--- src/rtl/mem_copy_engine_if.sv ---
// Command and bsram port bundle for mem_copy_engine.
// The master modport is the engine's view; slave is the requester/bsram side.
interface mem_copy_engine_if #(
   parameter int WIDTH = 13
);
   logic             start;
   logic             fill;
   logic [WIDTH-1:0] src;
   logic [WIDTH-1:0] dst;
   logic [WIDTH-1:0] len;
   logic [15:0]      fill_value;
   logic             busy;
   logic             done;
   logic [WIDTH-1:0] mem_dout_addr;
   logic [15:0]      mem_dout;
   logic             we;
   logic [WIDTH-1:0] mem_din_addr;
   logic [15:0]      mem_din;

   modport master (
      input  start, fill, src, dst, len, fill_value, mem_dout,
      output busy, done, mem_dout_addr, we, mem_din_addr, mem_din
   );

   modport slave (
      output start, fill, src, dst, len, fill_value, mem_dout,
      input  busy, done, mem_dout_addr, we, mem_din_addr, mem_din
   );
endinterface

--- src/rtl/mem_copy_engine.sv ---
// Block copy / block fill engine for a single-port-per-direction bsram.
// Copy streams one word per cycle: read address leads the write by one cycle.
module mem_copy_engine #(
   parameter int WIDTH = 13,
   parameter int SIZE  = 8192
) (
   input  logic                clk,
   input  logic                reset_n,
   mem_copy_engine_if.master   bus
);
   localparam logic [2:0] ST_IDLE  = 3'd0;
   localparam logic [2:0] ST_COPY  = 3'd1;
   localparam logic [2:0] ST_DRAIN = 3'd2;
   localparam logic [2:0] ST_FILL  = 3'd3;
   localparam logic [2:0] ST_DONE  = 3'd4;

   localparam int unsigned      LAST_ADDR_I = SIZE - 1;
   localparam logic [WIDTH-1:0] LAST_ADDR   = LAST_ADDR_I[WIDTH-1:0];
   localparam logic [WIDTH-1:0] ONE         = {{(WIDTH-1){1'b0}}, 1'b1};

   // Addresses wrap at the top of the bsram.
   function automatic logic [WIDTH-1:0] addr_inc(input logic [WIDTH-1:0] a);
      if (a == LAST_ADDR) begin
         addr_inc = '0;
      end else begin
         addr_inc = a + ONE;
      end
   endfunction

   logic [2:0]       state_r;
   logic [WIDTH-1:0] cnt_r;
   logic [WIDTH-1:0] wptr_r;
   logic             fill_r;
   logic [15:0]      fill_value_r;
   logic             busy_r;
   logic             done_r;
   logic             we_r;
   logic [WIDTH-1:0] rd_addr_r;
   logic [WIDTH-1:0] wr_addr_r;
   logic [15:0]      mem_din_s;

   // Transfer sequencer; cnt_r holds the number of remaining steps after the current one.
   always_ff @(posedge clk or negedge reset_n) begin
      if (!reset_n) begin
         state_r      <= ST_IDLE;
         cnt_r        <= '0;
         wptr_r       <= '0;
         fill_r       <= 1'b0;
         fill_value_r <= 16'h0000;
         busy_r       <= 1'b0;
         done_r       <= 1'b0;
         we_r         <= 1'b0;
         rd_addr_r    <= '0;
         wr_addr_r    <= '0;
      end else begin
         case (state_r)
            ST_IDLE: begin
               if (bus.start) begin
                  fill_r       <= bus.fill;
                  fill_value_r <= bus.fill_value;
                  wptr_r       <= bus.dst;
                  cnt_r        <= bus.len - ONE;
                  if (bus.len == '0) begin
                     state_r <= ST_DONE;
                     done_r  <= 1'b1;
                  end else if (bus.fill) begin
                     state_r   <= ST_FILL;
                     busy_r    <= 1'b1;
                     we_r      <= 1'b1;
                     wr_addr_r <= bus.dst;
                  end else begin
                     state_r   <= ST_COPY;
                     busy_r    <= 1'b1;
                     rd_addr_r <= bus.src;
                  end
               end
            end
            ST_COPY: begin
               we_r      <= 1'b1;
               wr_addr_r <= wptr_r;
               wptr_r    <= addr_inc(wptr_r);
               if (cnt_r == '0) begin
                  state_r <= ST_DRAIN;
               end else begin
                  rd_addr_r <= addr_inc(rd_addr_r);
                  cnt_r     <= cnt_r - ONE;
               end
            end
            ST_DRAIN: begin
               we_r    <= 1'b0;
               busy_r  <= 1'b0;
               done_r  <= 1'b1;
               state_r <= ST_DONE;
            end
            ST_FILL: begin
               if (cnt_r == '0) begin
                  we_r    <= 1'b0;
                  busy_r  <= 1'b0;
                  done_r  <= 1'b1;
                  state_r <= ST_DONE;
               end else begin
                  wr_addr_r <= addr_inc(wr_addr_r);
                  cnt_r     <= cnt_r - ONE;
               end
            end
            ST_DONE: begin
               done_r  <= 1'b0;
               state_r <= ST_IDLE;
            end
            default: begin
               we_r    <= 1'b0;
               busy_r  <= 1'b0;
               done_r  <= 1'b0;
               state_r <= ST_IDLE;
            end
         endcase
      end
   end

   // Write data: RAM output passes straight through in copy so the pipeline stays one word per cycle.
   always_comb begin
      mem_din_s = 16'h0000;
      case (state_r)
         ST_COPY, ST_DRAIN, ST_FILL: begin
            if (fill_r) begin
               mem_din_s = fill_value_r;
            end else begin
               mem_din_s = bus.mem_dout;
            end
         end
         default: begin
            mem_din_s = 16'h0000;
         end
      endcase
   end

   assign bus.busy          = busy_r;
   assign bus.done          = done_r;
   assign bus.we            = we_r;
   assign bus.mem_dout_addr = rd_addr_r;
   assign bus.mem_din_addr  = wr_addr_r;
   assign bus.mem_din       = mem_din_s;
endmodule

--- src/flat_wrapper.sv ---
// flat-port wrapper written by rule: the top's interface ports become plain ports
module mem_copy_engine_flat 
#(
   parameter int WIDTH = 13,
   parameter int SIZE  = 8192
)
  (clk, reset_n, bus_start, bus_fill, bus_src, bus_dst, bus_len, bus_fill_value, bus_mem_dout, bus_busy, bus_done, bus_mem_dout_addr, bus_we, bus_mem_din_addr, bus_mem_din);
  mem_copy_engine_if #(.WIDTH(WIDTH)) bus_i ();
  input  logic clk;
  input  logic reset_n;
  input wire logic [$bits(bus_i.start)-1:0] bus_start;
  input wire logic [$bits(bus_i.fill)-1:0] bus_fill;
  input wire logic [$bits(bus_i.src)-1:0] bus_src;
  input wire logic [$bits(bus_i.dst)-1:0] bus_dst;
  input wire logic [$bits(bus_i.len)-1:0] bus_len;
  input wire logic [$bits(bus_i.fill_value)-1:0] bus_fill_value;
  input wire logic [$bits(bus_i.mem_dout)-1:0] bus_mem_dout;
  output wire logic [$bits(bus_i.busy)-1:0] bus_busy;
  output wire logic [$bits(bus_i.done)-1:0] bus_done;
  output wire logic [$bits(bus_i.mem_dout_addr)-1:0] bus_mem_dout_addr;
  output wire logic [$bits(bus_i.we)-1:0] bus_we;
  output wire logic [$bits(bus_i.mem_din_addr)-1:0] bus_mem_din_addr;
  output wire logic [$bits(bus_i.mem_din)-1:0] bus_mem_din;
  assign bus_i.start = bus_start;
  assign bus_i.fill = bus_fill;
  assign bus_i.src = bus_src;
  assign bus_i.dst = bus_dst;
  assign bus_i.len = bus_len;
  assign bus_i.fill_value = bus_fill_value;
  assign bus_i.mem_dout = bus_mem_dout;
  assign bus_busy = bus_i.busy;
  assign bus_done = bus_i.done;
  assign bus_mem_dout_addr = bus_i.mem_dout_addr;
  assign bus_we = bus_i.we;
  assign bus_mem_din_addr = bus_i.mem_din_addr;
  assign bus_mem_din = bus_i.mem_din;
  mem_copy_engine #(.WIDTH(WIDTH), .SIZE(SIZE)) u_core (.clk(clk), .reset_n(reset_n), .bus(bus_i));
endmodule
--- config.mk ---
export PLATFORM = sky130hd
export DESIGN_NAME = mem_copy_engine_flat
export DESIGN_NICKNAME = d
export VERILOG_FILES = /design/src/rtl/mem_copy_engine_if.sv /design/src/rtl/mem_copy_engine.sv /design/src/flat_wrapper.sv
export SDC_FILE = /design/constraint.sdc
export NUM_CORES = 1
export LEC_CHECK = 0
export CAP_MARGIN = 10
export CORE_UTILIZATION = 34
export CTS_CLUSTER_SIZE = 8
export DETAILED_ROUTE_END_ITERATION = 16
export PLACE_DENSITY_LB_ADDON = 0.08
export SLEW_MARGIN = 5
export SYNTH_ARGS = -nofsm -noshare
export SYNTH_HDL_FRONTEND = slang
export SYNTH_SLANG_ARGS = --single-unit
export TNS_END_PERCENT = 20
--- constraint.sdc ---
create_clock -name clk -period 2.9 [get_ports clk]
set_input_delay 0.29 -clock clk [delete_from_list [all_inputs] [get_ports clk]]
set_output_delay 0.29 -clock clk [all_outputs]
set_load 0.01 [all_outputs]
==> flow_summary.yaml, run 1 <==
detailed_routing:
  drc: 0
  dr.pass1.iters: 5
  drtIter0Drc: 417
  via_per_inst: 5.51
  wire_per_inst_um: 16.5
  ant_nets: 0
  wirelength_um: 14700
  route.vias.total: 4913
finish:
  synthToLayoutAreaGrowth_pct: 36.2
  stdcell_count: 892
  final_area_um2: 6480
  fin_nets: 791
  n_antenna_cell: 0
  drive_gt1_share_pct: 6.98
timing:
  setup_ws_ns: 0.316
  slew_viol_final: 0
  finalCritPeriodShare_pct: 89.1
  skew_ns: 0.00477
  rsz0062_at_grt: "false"
  finalSetupViolCount: 0
  max_freq_mhz: 387
  worst_pin_slew_ns: 1.01
  relSlewSlack_pct: 32.8
  hold_viol: 0
  min_period_ns: 2.58
  final.setup.tns_ns: 0
clock_network:
  clk_path_buf_depth: 2
  cts_max_level: 3
  cts_sinks: 75
  cts_tree: "built"
  clk_pin_slew_ns: 0.06
  postCtsSetupBuffers: 0
  cts-buffers-inserted: 9
  clockRootBuffer: "clkbuf_16"
  holdBufCountCts: 0
  cts_resized: 0
  clk_latency_ns: 0.34
yosys:
  avgSynthCellArea_um2: 7.96
  ys_seq_elements: 75
  synth_xor_area_share_pct: 0.552
  yosysUniqueCellTypes: 65
  synth_fa_ha_area_share_pct: 1.05
  syn_inst: 598
  yosysWarnings: 0
  synth-edff-count: 0
  synth_top_family_by_area: "simple AND/OR/NAND/NOR gates"
  synth_flop_cell: "dfrtp_1"
  syn_area_um2: 4760
  synth-compound-area-share_pct: 22.3
  muxShareOfSynthArea_pct: 5.78
  synth-simple-area-share_pct: 26.9
  async_flop_share_pct: 100
  syn-num-nets: 677
  synth.yosys.seq_area_share_pct: 39.4
critical_path:
  cp_max_fo: 15
  reg2reg_from: "u_core.state_r[2]"
  cp.depth: 7
  cp_data_required_time_ns: 3.18
  crit_chain: "buf_4 -> nor2b_2 -> mux2i_1 -> or2_1 -> or4b_4 -> mux2i_1 -> o21a_1"
  crit_path_end_kind: "flip-flop"
  critPathBufInv: 1
  r2r_cells: 7
  critPathLaunch: "u_core.state_r[2]"
  critPathLaunchType: "flip-flop"
  max_stage_delay_ns: 0.57
  path_delay_family: "simple AND/OR/NAND/NOR gates"
  cp_slowest_cell: "or4b_4"
  arrival_ns: 2.87
  crit_top_cell: "mux2i_1"
  crit_type: "reg -> reg"
floorplan:
  rows: 42
  initial_core_util_pct: 35.4
  coreArea_um2: 13500
  pin_count: 120
  die_h_um: 120
  die_area_um2: 14500
  die_w_um: 120
placed_design:
  hpwl_um: 10400
  place_area_um2: 6170
  port-buffer-count: 119
  dpl_worst_slack_ns: 0.239
  gp_congestion: 0.889
  dp_cells: 877
global_routing:
  grt_pass1_vias: 4897
  grt_max_degree: 76
  overflow: 0
  grt_first_pass_wirelength_um: 24400
  antenna_found_initial: 0
  track_usage_pct: 21.2
power:
  leakagePower_uw: 0.00266
  ir_worst_vdd_mv: 0.491
  p_per_area_nw_per_um2: 1160
min_path:
  holdCritPathClass: "in -> async"
run_status:
  status: "completed"
run:
  cap_violations: 0
-- flip-flops by register name, summed over array words and instances, names as in the netlist --
name,flops
u_core.state_r,3
u_core.bus.done,1
u_core.bus.we,1
u_core.bus.busy,1
u_core.bus.mem_din_addr,13
u_core.bus.mem_dout_addr,13
u_core.wptr_r,13
u_core.fill_value_r,16
u_core.cnt_r,13
u_core.fill_r,1
-- cell usage after synthesis, drive strengths merged, types with 5 or more instances --
master,count,share of area (%)
a31oi,9,1.2
mux2i,26,5.5
nor3,25,2.6
nor2,78,6.2
inv,12,0.95
buf,6,0.84
a21oi,43,4.5
a211oi,5,0.79
a221oi,9,1.7
o21ai,62,6.5
clkbuf,27,2.1
nor3b,9,1.4
nand2,95,7.5
nor2b,5,0.66
and3,9,1.2
dfrtp,75,39
o31ai,5,1.1
nand3,20,2.1
o22ai,7,0.92
nor4,8,1.1
-- per-layer routing --
metal / vias to the layer above / global-route usage (%) / routed length (µm)
li1: 2399 / - / -
met1: 2372 / 26.7 / 6340
met2: 125 / 35.4 / 7290
met3: 17 / 5.90 / 834
met4: 0 / 5.79 / 235
met5: - / 0 / 0
-- report_power, final --
group,total (µW),internal [µW],switching [µW]
Clock,1190,756,435
Combinational,4190,1880,2310
Sequential,2150,1580,567
Total,7530,4220,3310
-- layout by cell type (no fill, tap or decap), types with 3 or more instances in the layout --
cell type and instances:
and2_1 4, nor2_1 76, clkbuf_16 9, a211oi_1 4, inv_1 12, dfrtp_1 75, nand4_1 4, o31ai_1 4
a21oi_1 43, nand3_1 20, nor2b_1 4, and3_1 9, nor3b_1 9, nor4_1 8, o21ai_0 60, nor3_1 24
ha_1 4, a31oi_1 9, mux2i_1 26, buf_4 18, or2_2 3, nand2_1 94, clkbuf_8 4, clkdlybuf4s50_1 118
a221o_1 4, o22ai_1 7, a221oi_1 9
-- stage by stage --
stage / hold slack [ns] / utilization, % / total power (µW)
2_1_floorplan: -0.00559 / - / 4720
3_3_place_gp: 0.462 / 45.9 / 6290
3_5_place_dp: 0.464 / 45.9 / 6350
4_1_cts: 0.166 / 48.2 / 7590
5_1_grt: 0.208 / 48.2 / 8220
6_report: 0.0894 / 48.2 / 7530
-- area by class of cell --
class	count	area, µm²
clock buffer	14	284
clock inverter	1	30.0
fill	1372	6970
inverter	12	45.0
multi-input combinational	478	2710
sequential	75	1880
tap	176	220
timing repair buffer	136	1320
-- path summary, 6_finish.rpt --
check	endpoint	slack, ns
min in group clk	u_core.fill_value_r[13]	0.47
max in group asynchronous	u_core.cnt_r[3]	2.13
setup reg to reg	u_core.cnt_r[12]	0.32
hold reg to reg	u_core.fill_value_r[13]	0.47
setup / recovery	u_core.cnt_r[12]	0.32
hold / removal	u_core.cnt_r[9]	0.09
-- cells by family after synthesis --
logic type / count (synthesis)
buf+inv: 45
xor+xnor: 3
simple gates: 273
mux: 27
flops: 75
compound gates: 171
fa+ha+maj: 4
Note: power is estimated with default switching activity, not from simulation.
==> run 2, diff against run 1 <==
--- a/config.mk
+++ b/config.mk
@@ -5,7 +5,6 @@
 export SDC_FILE = /design/constraint.sdc
 export NUM_CORES = 1
 export LEC_CHECK = 0
-export CAP_MARGIN = 10
 export CORE_UTILIZATION = 34
 export CTS_CLUSTER_SIZE = 8
 export DETAILED_ROUTE_END_ITERATION = 16
==> results of run 2 <==
Final layout, timing and power as in run 1 (identical DEF).
==> run 3, diff against run 2 <==
--- a/config.mk
+++ b/config.mk
@@ -5,6 +5,7 @@
 export SDC_FILE = /design/constraint.sdc
 export NUM_CORES = 1
 export LEC_CHECK = 0
+export CORE_MARGIN = 1.5
 export CORE_UTILIZATION = 34
 export CTS_CLUSTER_SIZE = 8
 export DETAILED_ROUTE_END_ITERATION = 16
==> flow_summary.yaml, run 3 (synthesis results as in run 1) <==
power:
  p_per_area_nw_per_um2: 1160
  leakagePower_uw: 0.00264
  ir_worst_vdd_mv: 0.412
  fin_total_pwr_uw: 7490
global_routing:
  overflow: 0
  grt_max_degree: 76
  grt_first_pass_wirelength_um: 23900
  grt_pass1_vias: 4772
  antenna_found_initial: 0
  track_usage_pct: 20.5
min_path:
  holdCritPathClass: "in -> async"
critical_path:
  crit_top_cell: "nor2_1"
  crit_chain: "nor4_1 -> and4_1 -> nor2_1 -> nor2_1 -> a2111oi_0 -> a211oi_1"
  r2r_cells: 6
  reg2reg_from: "u_core.cnt_r[10]"
  crit_path_end_kind: "flip-flop"
  cp_max_fo: 15
  regToRegSetupSlack_ns: 0.27
  r2r_end: "u_core.cnt_r[3]"
  crit_type: "reg -> reg"
  cp_slowest_cell: "nor2_1"
  max_stage_delay_ns: 0.84
  cp_data_required_time_ns: 3.15
  critPathLaunchType: "flip-flop"
  arrival_ns: 2.87
placed_design:
  hpwl_um: 10500
  port-buffer-count: 119
  place_area_um2: 6170
  gp_congestion: 0.880
timing:
  relSlewSlack_pct: 29.2
  finalCritPeriodShare_pct: 90.5
  max_freq_mhz: 381
  finalSetupViolCount: 0
  final.setup.tns_ns: 0
  rsz0062_at_grt: "false"
  hold_viol: 0
  worst_pin_slew_ns: 1.06
  slew_viol_final: 0
  skew_ns: 0.00701
  min_period_ns: 2.63
clock_network:
  postCtsSetupBuffers: 0
  cts-buffers-inserted: 9
  clk_pin_slew_ns: 0.06
  cts_resized: 0
  cts_tree: "built"
  cts_sinks: 75
  clk_latency_ns: 0.34
  cts_max_level: 3
  clockRootBuffer: "clkbuf_16"
  holdBufCountCts: 0
  clk_path_buf_depth: 2
run_status:
  status: "completed"
run:
  cap_violations: 0
finish:
  drive_gt1_share_pct: 6.70
  fin_nets: 790
  n_antenna_cell: 0
  largest_register: "u_core.fill_value_r"
  final_area_um2: 6460
  final_common_cell: "clkdlybuf4s50_1"
  layout_common_cells: "clkdlybuf4s50_1 (118), nand2_1 (94), nor2_1 (77)"
  fill_cells: 1386
  finish.utilization_pct: 46.9
  synthToLayoutAreaGrowth_pct: 35.7
  largest_reg_flops: 16
floorplan:
  initial_core_util_pct: 34.6
  die_w_um: 121
  coreArea_um2: 13800
  pin_count: 120
  die_h_um: 121
  die_area_um2: 14700
  rows: 43
detailed_routing:
  ant_nets: 0
  drtIter0Drc: 379
  met1_length_um: 6650
  wl_met2_um: 7180
  route.met3.wl_um: 691
  wirelength_um: 14800
  via_per_inst: 5.49
  route.vias.total: 4923
  dr.pass1.iters: 5
  wire_per_inst_um: 16.5
  drc: 0
  highest_layer: "met4"
## run 3: cell count changes in the layout (fill, tap and decap cells not counted), sizes merged
| cell | before | now |
|---|---|---|
| clkinv | 0 | 1 |
| buf | 18 | 17 |
| clkinvlp | 0 | 2 |
| clkbuf | 14 | 12 |
## run 3: final cells by class
type | instances | area, µm² | area share [%]
clock buffer | 12 | 246 | 3.81
clock inverter | 4 | 50.0 | 0.774
inverter | 12 | 45.0 | 0.697
multi-input combinational | 478 | 2710 | 41.9
sequential | 75 | 1880 | 29.0
tap | 180 | 225 | 3.48
timing repair buffer | 135 | 1310 | 20.3
## run 3: worst max-delay path, delay by kind of cell (launching register included)
kind | cells | cell delay, ns
AO/OA/AOI/OAI | 2 | 0.47
flip-flops | 1 | 0.42
AND/OR/NAND/NOR | 4 | 1.66
## run 3: report_power, final
group	switching, µW	internal, µW	total (µW)
combinational	2280	1880	4160
clock	439	689	1130
sequential	617	1580	2190
total	3340	4150	7490
## run 3: worst max path at each step
| stage | start | to | slack (ns) | cells after the start |
|---|---|---|---|---|
| after floorplan | u_core.state_r[0] | u_core.cnt_r[12] | 0.009 | 11 |
| after global placement | bus_len[0] | u_core.cnt_r[12] | 0.25 | 9 |
| after detailed placement | bus_len[0] | u_core.cnt_r[12] | 0.27 | 9 |
| after CTS | u_core.state_r[2] | u_core.cnt_r[12] | 0.32 | 9 |
| after global routing | u_core.cnt_r[10] | u_core.cnt_r[3] | 0.03 | 6 |
| final | u_core.cnt_r[10] | u_core.cnt_r[3] | 0.27 | 6 |
## run 3: per-layer routing
layer  track usage (%)  vias to the layer above
met5                 0                        -
met4              8.01                        0
met3              2.96                       18
met2              34.4                      144
met1              26.6                     2361
li1                  -                     2400
## run 3: metrics by stage
step	hold WS [ns]	instances	worst slack, ns
after floorplan	-0.00559	598	0.00912
after global placement	0.461	880	0.250
after detailed placement	0.465	880	0.265
after CTS	0.174	896	0.322
after global routing	0.214	896	0.0269
final	0.0938	896	0.275
